File: src/rtl/imem_loader.sv
// Byte-stream loader for the 256x32 instruction memory: packs bytes little-endian and writes whole words.
// Optional checksum word after the image is enabled with `define IMEM_LOADER_CHECKSUM_EN.
module imem_loader #(
    parameter int DEPTH  = 256,
    parameter int ADDR_W = $clog2(DEPTH)
) (
    input  logic              clk_i,
    input  logic              rst_i,
    input  logic              start_i,
    input  logic [ADDR_W:0]   len_i,
    input  logic              byte_valid_i,
    input  logic [7:0]        byte_data_i,
    output logic              byte_ready_o,
    output logic              we_o,
    output logic [31:0]       a_o,
    output logic [31:0]       wd_o,
    output logic              busy_o,
    output logic              done_o,
    output logic              err_o
);

    typedef enum logic [2:0] {
        S_IDLE,
        S_RECV,
        S_WRITE,
        S_FIN
`ifdef IMEM_LOADER_CHECKSUM_EN
        , S_CHECK
`endif
    } state_t;

    localparam logic [ADDR_W:0] DEPTH_W = (ADDR_W+1)'(DEPTH);
    localparam logic [ADDR_W:0] ONE_W   = (ADDR_W+1)'(1);

    state_t            state_q, state_d;
    logic [ADDR_W:0]   len_q, len_d;
    logic [ADDR_W-1:0] word_cnt_q, word_cnt_d;
    logic [1:0]        byte_cnt_q, byte_cnt_d;
    logic [31:0]       asm_q, asm_d, asm_nxt;
    logic              we_q, we_d;
    logic [ADDR_W-1:0] a_q, a_d;
    logic [31:0]       wd_q, wd_d;
    logic [ADDR_W:0]   len_clamped;
    logic              fire;
    logic              last_word;
`ifdef IMEM_LOADER_CHECKSUM_EN
    logic [31:0]       sum_q, sum_d;
    logic              err_q, err_d;
`endif

    assign len_clamped = (len_i > DEPTH_W) ? DEPTH_W : len_i;
    assign last_word   = (({1'b0, word_cnt_q} + ONE_W) == len_q);
    assign fire        = byte_valid_i & byte_ready_o;

    // Byte lane for the current byte inside the word being assembled
    always_comb begin
        asm_nxt = asm_q;
        case (byte_cnt_q)
            2'd0:    asm_nxt[7:0]   = byte_data_i;
            2'd1:    asm_nxt[15:8]  = byte_data_i;
            2'd2:    asm_nxt[23:16] = byte_data_i;
            default: asm_nxt[31:24] = byte_data_i;
        endcase
    end

    always_comb begin
        state_d    = state_q;
        len_d      = len_q;
        word_cnt_d = word_cnt_q;
        byte_cnt_d = byte_cnt_q;
        asm_d      = asm_q;
        we_d       = 1'b0;
        a_d        = a_q;
        wd_d       = wd_q;
`ifdef IMEM_LOADER_CHECKSUM_EN
        sum_d      = sum_q;
        err_d      = err_q;
`endif
        byte_ready_o = 1'b0;
        busy_o       = 1'b0;
        done_o       = 1'b0;

        case (state_q)
            S_IDLE, S_FIN: begin
                done_o = (state_q == S_FIN);
                if (start_i) begin
                    len_d      = len_clamped;
                    word_cnt_d = '0;
                    byte_cnt_d = '0;
                    asm_d      = '0;
`ifdef IMEM_LOADER_CHECKSUM_EN
                    sum_d      = '0;
                    err_d      = 1'b0;
`endif
                    state_d    = (len_clamped == '0) ? S_FIN : S_RECV;
                end
            end
            S_RECV: begin
                byte_ready_o = 1'b1;
                busy_o       = 1'b1;
                if (fire) begin
                    asm_d      = asm_nxt;
                    byte_cnt_d = byte_cnt_q + 2'd1;
                    if (byte_cnt_q == 2'd3) begin
                        we_d    = 1'b1;
                        a_d     = word_cnt_q;
                        wd_d    = asm_nxt;
`ifdef IMEM_LOADER_CHECKSUM_EN
                        sum_d   = sum_q + asm_nxt;
`endif
                        state_d = S_WRITE;
                    end
                end
            end
            S_WRITE: begin
                busy_o     = 1'b1;
                byte_cnt_d = '0;
                // The counter stays at the final address so a full-depth load never wraps
                if (last_word) begin
`ifdef IMEM_LOADER_CHECKSUM_EN
                    state_d = S_CHECK;
`else
                    state_d = S_FIN;
`endif
                end else begin
                    word_cnt_d = word_cnt_q + 1'b1;
                    state_d    = S_RECV;
                end
            end
`ifdef IMEM_LOADER_CHECKSUM_EN
            S_CHECK: begin
                byte_ready_o = 1'b1;
                busy_o       = 1'b1;
                if (fire) begin
                    asm_d      = asm_nxt;
                    byte_cnt_d = byte_cnt_q + 2'd1;
                    if (byte_cnt_q == 2'd3) begin
                        err_d   = (asm_nxt != sum_q);
                        state_d = S_FIN;
                    end
                end
            end
`endif
            default: state_d = S_IDLE;
        endcase
    end

    always_ff @(posedge clk_i or posedge rst_i) begin
        if (rst_i) begin
            state_q    <= S_IDLE;
            len_q      <= '0;
            word_cnt_q <= '0;
            byte_cnt_q <= '0;
            asm_q      <= '0;
            we_q       <= 1'b0;
            a_q        <= '0;
            wd_q       <= '0;
`ifdef IMEM_LOADER_CHECKSUM_EN
            sum_q      <= '0;
            err_q      <= 1'b0;
`endif
        end else begin
            state_q    <= state_d;
            len_q      <= len_d;
            word_cnt_q <= word_cnt_d;
            byte_cnt_q <= byte_cnt_d;
            asm_q      <= asm_d;
            we_q       <= we_d;
            a_q        <= a_d;
            wd_q       <= wd_d;
`ifdef IMEM_LOADER_CHECKSUM_EN
            sum_q      <= sum_d;
            err_q      <= err_d;
`endif
        end
    end

    assign we_o = we_q;
    assign a_o  = {{(32-ADDR_W){1'b0}}, a_q};
    assign wd_o = wd_q;
`ifdef IMEM_LOADER_CHECKSUM_EN
    assign err_o = err_q;
`else
    assign err_o = 1'b0;
`endif

endmodule
File: config.mk
export PLATFORM = sky130hd
export DESIGN_NAME = imem_loader
export DESIGN_NICKNAME = d
export VERILOG_FILES = /design/src/rtl/imem_loader.sv
export SDC_FILE = /design/constraint.sdc
export NUM_CORES = 1
export LEC_CHECK = 0
export ABC_AREA = 1
export ABC_CLOCK_PERIOD_IN_PS = 3000
export CELL_PAD_IN_SITES_DETAIL_PLACEMENT = 2
export CELL_PAD_IN_SITES_GLOBAL_PLACEMENT = 2
export CORE_UTILIZATION = 27
export DETAILED_ROUTE_END_ITERATION = 16
export PLACE_DENSITY = 0.76
export SYNTH_ARGS = -nofsm -noshare
export SYNTH_HDL_FRONTEND = slang
export SYNTH_SLANG_ARGS = --single-unit
File: constraint.sdc
create_clock -name clk_i -period 3 [get_ports clk_i]
set_clock_uncertainty 0.1 [all_clocks]
set_input_delay 0.6 -clock clk_i [delete_from_list [all_inputs] [get_ports clk_i]]
set_output_delay 0.6 -clock clk_i [all_outputs]
set_load 0.01 [all_outputs]
==> reports/results.ini, run 1 <==
[route]
dr.pass1.iters=4
via_count=4071
routedWlPerCell_um=16.26
ant_nets=0
wl_mm=14.24
drt-initial-drc-count=115
drc_errors=0
avgViaCountPerCell=4.647

[synthesis]
synthAdderAreaFrac_pct=2.396
ys_ff_latch=94
ys_types=25
ys_warn_count=0
synth-compound-area-share_pct=10.46
avgSynthCellArea_um2=7.940
synthCells=592
synthMuxAreaShare_pct=0
synth_area_um2=4701
synthSimpleGateAreaFrac_pct=24.70
synth_top_family_by_area=simple AND/OR/NAND/NOR gates
ys_seq_area_share_pct=50.04
synth_xor_area_share_pct=0

[timing]
rsz0062_at_grt=no
worst_slew_pin_slew_ns=0.6293
timing.fmax_mhz=380.5
setup_viol=0
hold_viol=0
slew_viol_final=0
tns_ns=0
slew_headroom_pct=57.96
min_period_ns=2.628
finalCritPeriodShare_pct=87.61

[grt]
grt-ovfl-total=0
grt_start_max_net_pins=36
grt_pass1_wl_mm=23.54
antenna_found_initial=0
grt_use_total_pct=16.82
grt_pass1_vias=4628

[place]
gp_congestion=0.7666
io_buffers=64
hpwl_mm=10.21
post-place-cells=861
post_dp_cell_area_um2=5518

[die]
dieHeight_um=133.9
dieArea_um2=17940
num_rows=47
top_level_ports=90
initial_utilization_pct=27.95
dieWidth_um=133.9
core_area_um2=16820

[layout]
fin_area_um2=5841
stdcell_count=876
area.growth.synth_to_final_pct=24.25
drive_gt1_share_pct=6.555
n_antenna_cell=0
most-common-layout-cells=nand2_1, dfrtp_1, inv_1
layout_commonest_cell=nand2_1
utilization_pct=34.73
finalNetCount=682

[clock_network]
cts_sinks=94
cts_made_buffers=9
clock_latency_ns=0.36
ctsResizeCount=0
cts_setup_buffers=0
cts_max_level=3
root_buffer=clkbuf_16
clkTransAtPathRegs_ns=0.07
cts_max_path_buffers=2
ctsHoldBuffers=0
cts_tree=done

[worst_setup_path]
cp.required_ns=3.16
worst-path-max-fanout=28
start_kind=flop
critPathCaptureType=flop
arrival_ns=2.79
criticalPathCategory=reg2reg

[power_and_ir_drop]
p_leak_nw=2.760
p_per_area_nw_per_um2=890.0
ir_worst_vdd_v=0.0003222

[min_path]
holdCritPathClass=reg2reg

[job]
drv_cap=0

[outcome]
status=complete, no violations

[report_power, final]
| part | total (mW) | internal [mW] | switching, mW |
|---|---|---|---|
| clock | 1.26 | 0.750 | 0.508 |
| sequential | 1.84 | 1.64 | 0.194 |
| combinational | 2.10 | 0.724 | 1.38 |
[critical path, stage by stage, from the launching register on]
cell     delay, ns
dfrtp_1       0.43
inv_1         0.07
ha_1          0.31
inv_1         0.15
or2_2         0.29
nand2_1       0.17
inv_2         0.43
nand2_1       0.32
o22ai_1       0.26
[state kept, by name, summed over array words and instances (netlist names)]
register and flops:
a_q 8, state_q 2, word_cnt_q 8, len_q 9, byte_cnt_q 2, asm_q 32, wd_o 32, we_o 1
[kinds of logic (layout without fill, tap and decap cells)]
| family | Yosys count | in the layout |
|---|---|---|
| AOI/OAI and AO/OA | 94 | 94 |
| and+or+nand+nor | 266 | 266 |
| other | 1 | 25 |
| adders and majority gates | 9 | 9 |
| buffers and inverters | 128 | 168 |
| DFF | 94 | 94 |
[path summary, 6_finish.rpt]
check | from | end | slack (ns) | cells past startpoint
min in group asynchronous | rst_i | state_q[0] | 0.57 | 2
setup / recovery | state_q[0] | asm_q[2] | 0.37 | 8
hold / removal | wd_o[15] | wd_o[15] | 0.38 | 2
setup reg to reg | state_q[0] | asm_q[2] | 0.37 | 8
hold reg to reg | wd_o[15] | wd_o[15] | 0.38 | 2
max in group asynchronous | rst_i | wd_o[27] | 1.55 | 3
[synthesized netlist by cell type]
| library cell | n | area share (%) |
|---|---|---|
| nand2_1 | 185 | 15 |
| dfrtp_1 | 94 | 50 |
| inv_1 | 78 | 6.2 |
| o21ai_0 | 75 | 8.0 |
| nand3_1 | 40 | 4.3 |
| buf_4 | 25 | 4.0 |
| clkbuf_1 | 15 | 1.2 |
| nor2_1 | 14 | 1.1 |
| o22ai_1 | 14 | 1.9 |
| nand4_1 | 12 | 1.6 |
| ha_1 | 9 | 2.4 |
| a21oi_1 | 4 | 0.43 |
| buf_1 | 4 | 0.32 |
| buf_2 | 4 | 0.43 |
| nand2_2 | 4 | 0.53 |
| nor2_4 | 3 | 0.72 |
| nand3_2 | 2 | 0.43 |
| nand3_4 | 2 | 0.75 |
| or2_2 | 2 | 0.27 |
| clkinv_1 | 1 | 0.080 |
| conb_1 | 1 | 0.080 |
| inv_2 | 1 | 0.080 |
| nor2_2 | 1 | 0.13 |
| nor4_1 | 1 | 0.13 |
| o21ai_2 | 1 | 0.19 |
[area by class of cell]
cell class                      count  area, um2
Sequential cell                    94       2352
Fill cell                        1970      10980
Inverter                           80      304.0
Timing Repair Buffer               73      720.7
Multi-Input combinational cell    394       1866
Clock inverter                      5      83.83
Tap cell                          220      275.3
Clock buffer                       10      239.0
[per-layer routing]
metal	up-vias	share of wire, %	global-route usage [%]
li1	1948	-	-
met1	2032	43	19.69
met2	79	52	30.92
met3	12	3.5	3.364
met4	0	1.0	4.609
met5	-	0	0
[through the flow]
step / power, mW / hold slack, ns / setup slack, ns
floorplan: 3.153 / 0.3748 / 1.098
global placement: 3.839 / 0.3614 / 0.3899
detailed placement: 3.986 / 0.3659 / 0.2584
CTS: 5.292 / 0.3850 / 0.3827
global route: 5.596 / 0.4103 / 0.1418
finish: 5.198 / 0.3773 / 0.3716
Note: power is estimated with default switching activity, not from simulation.
==> run 2, diff against run 1 <==
Settings changed: CTS_CLUSTER_DIAMETER set to 150.
==> results of run 2 <==
No change in the layout: final DEF, timing and power equal those of run 1.
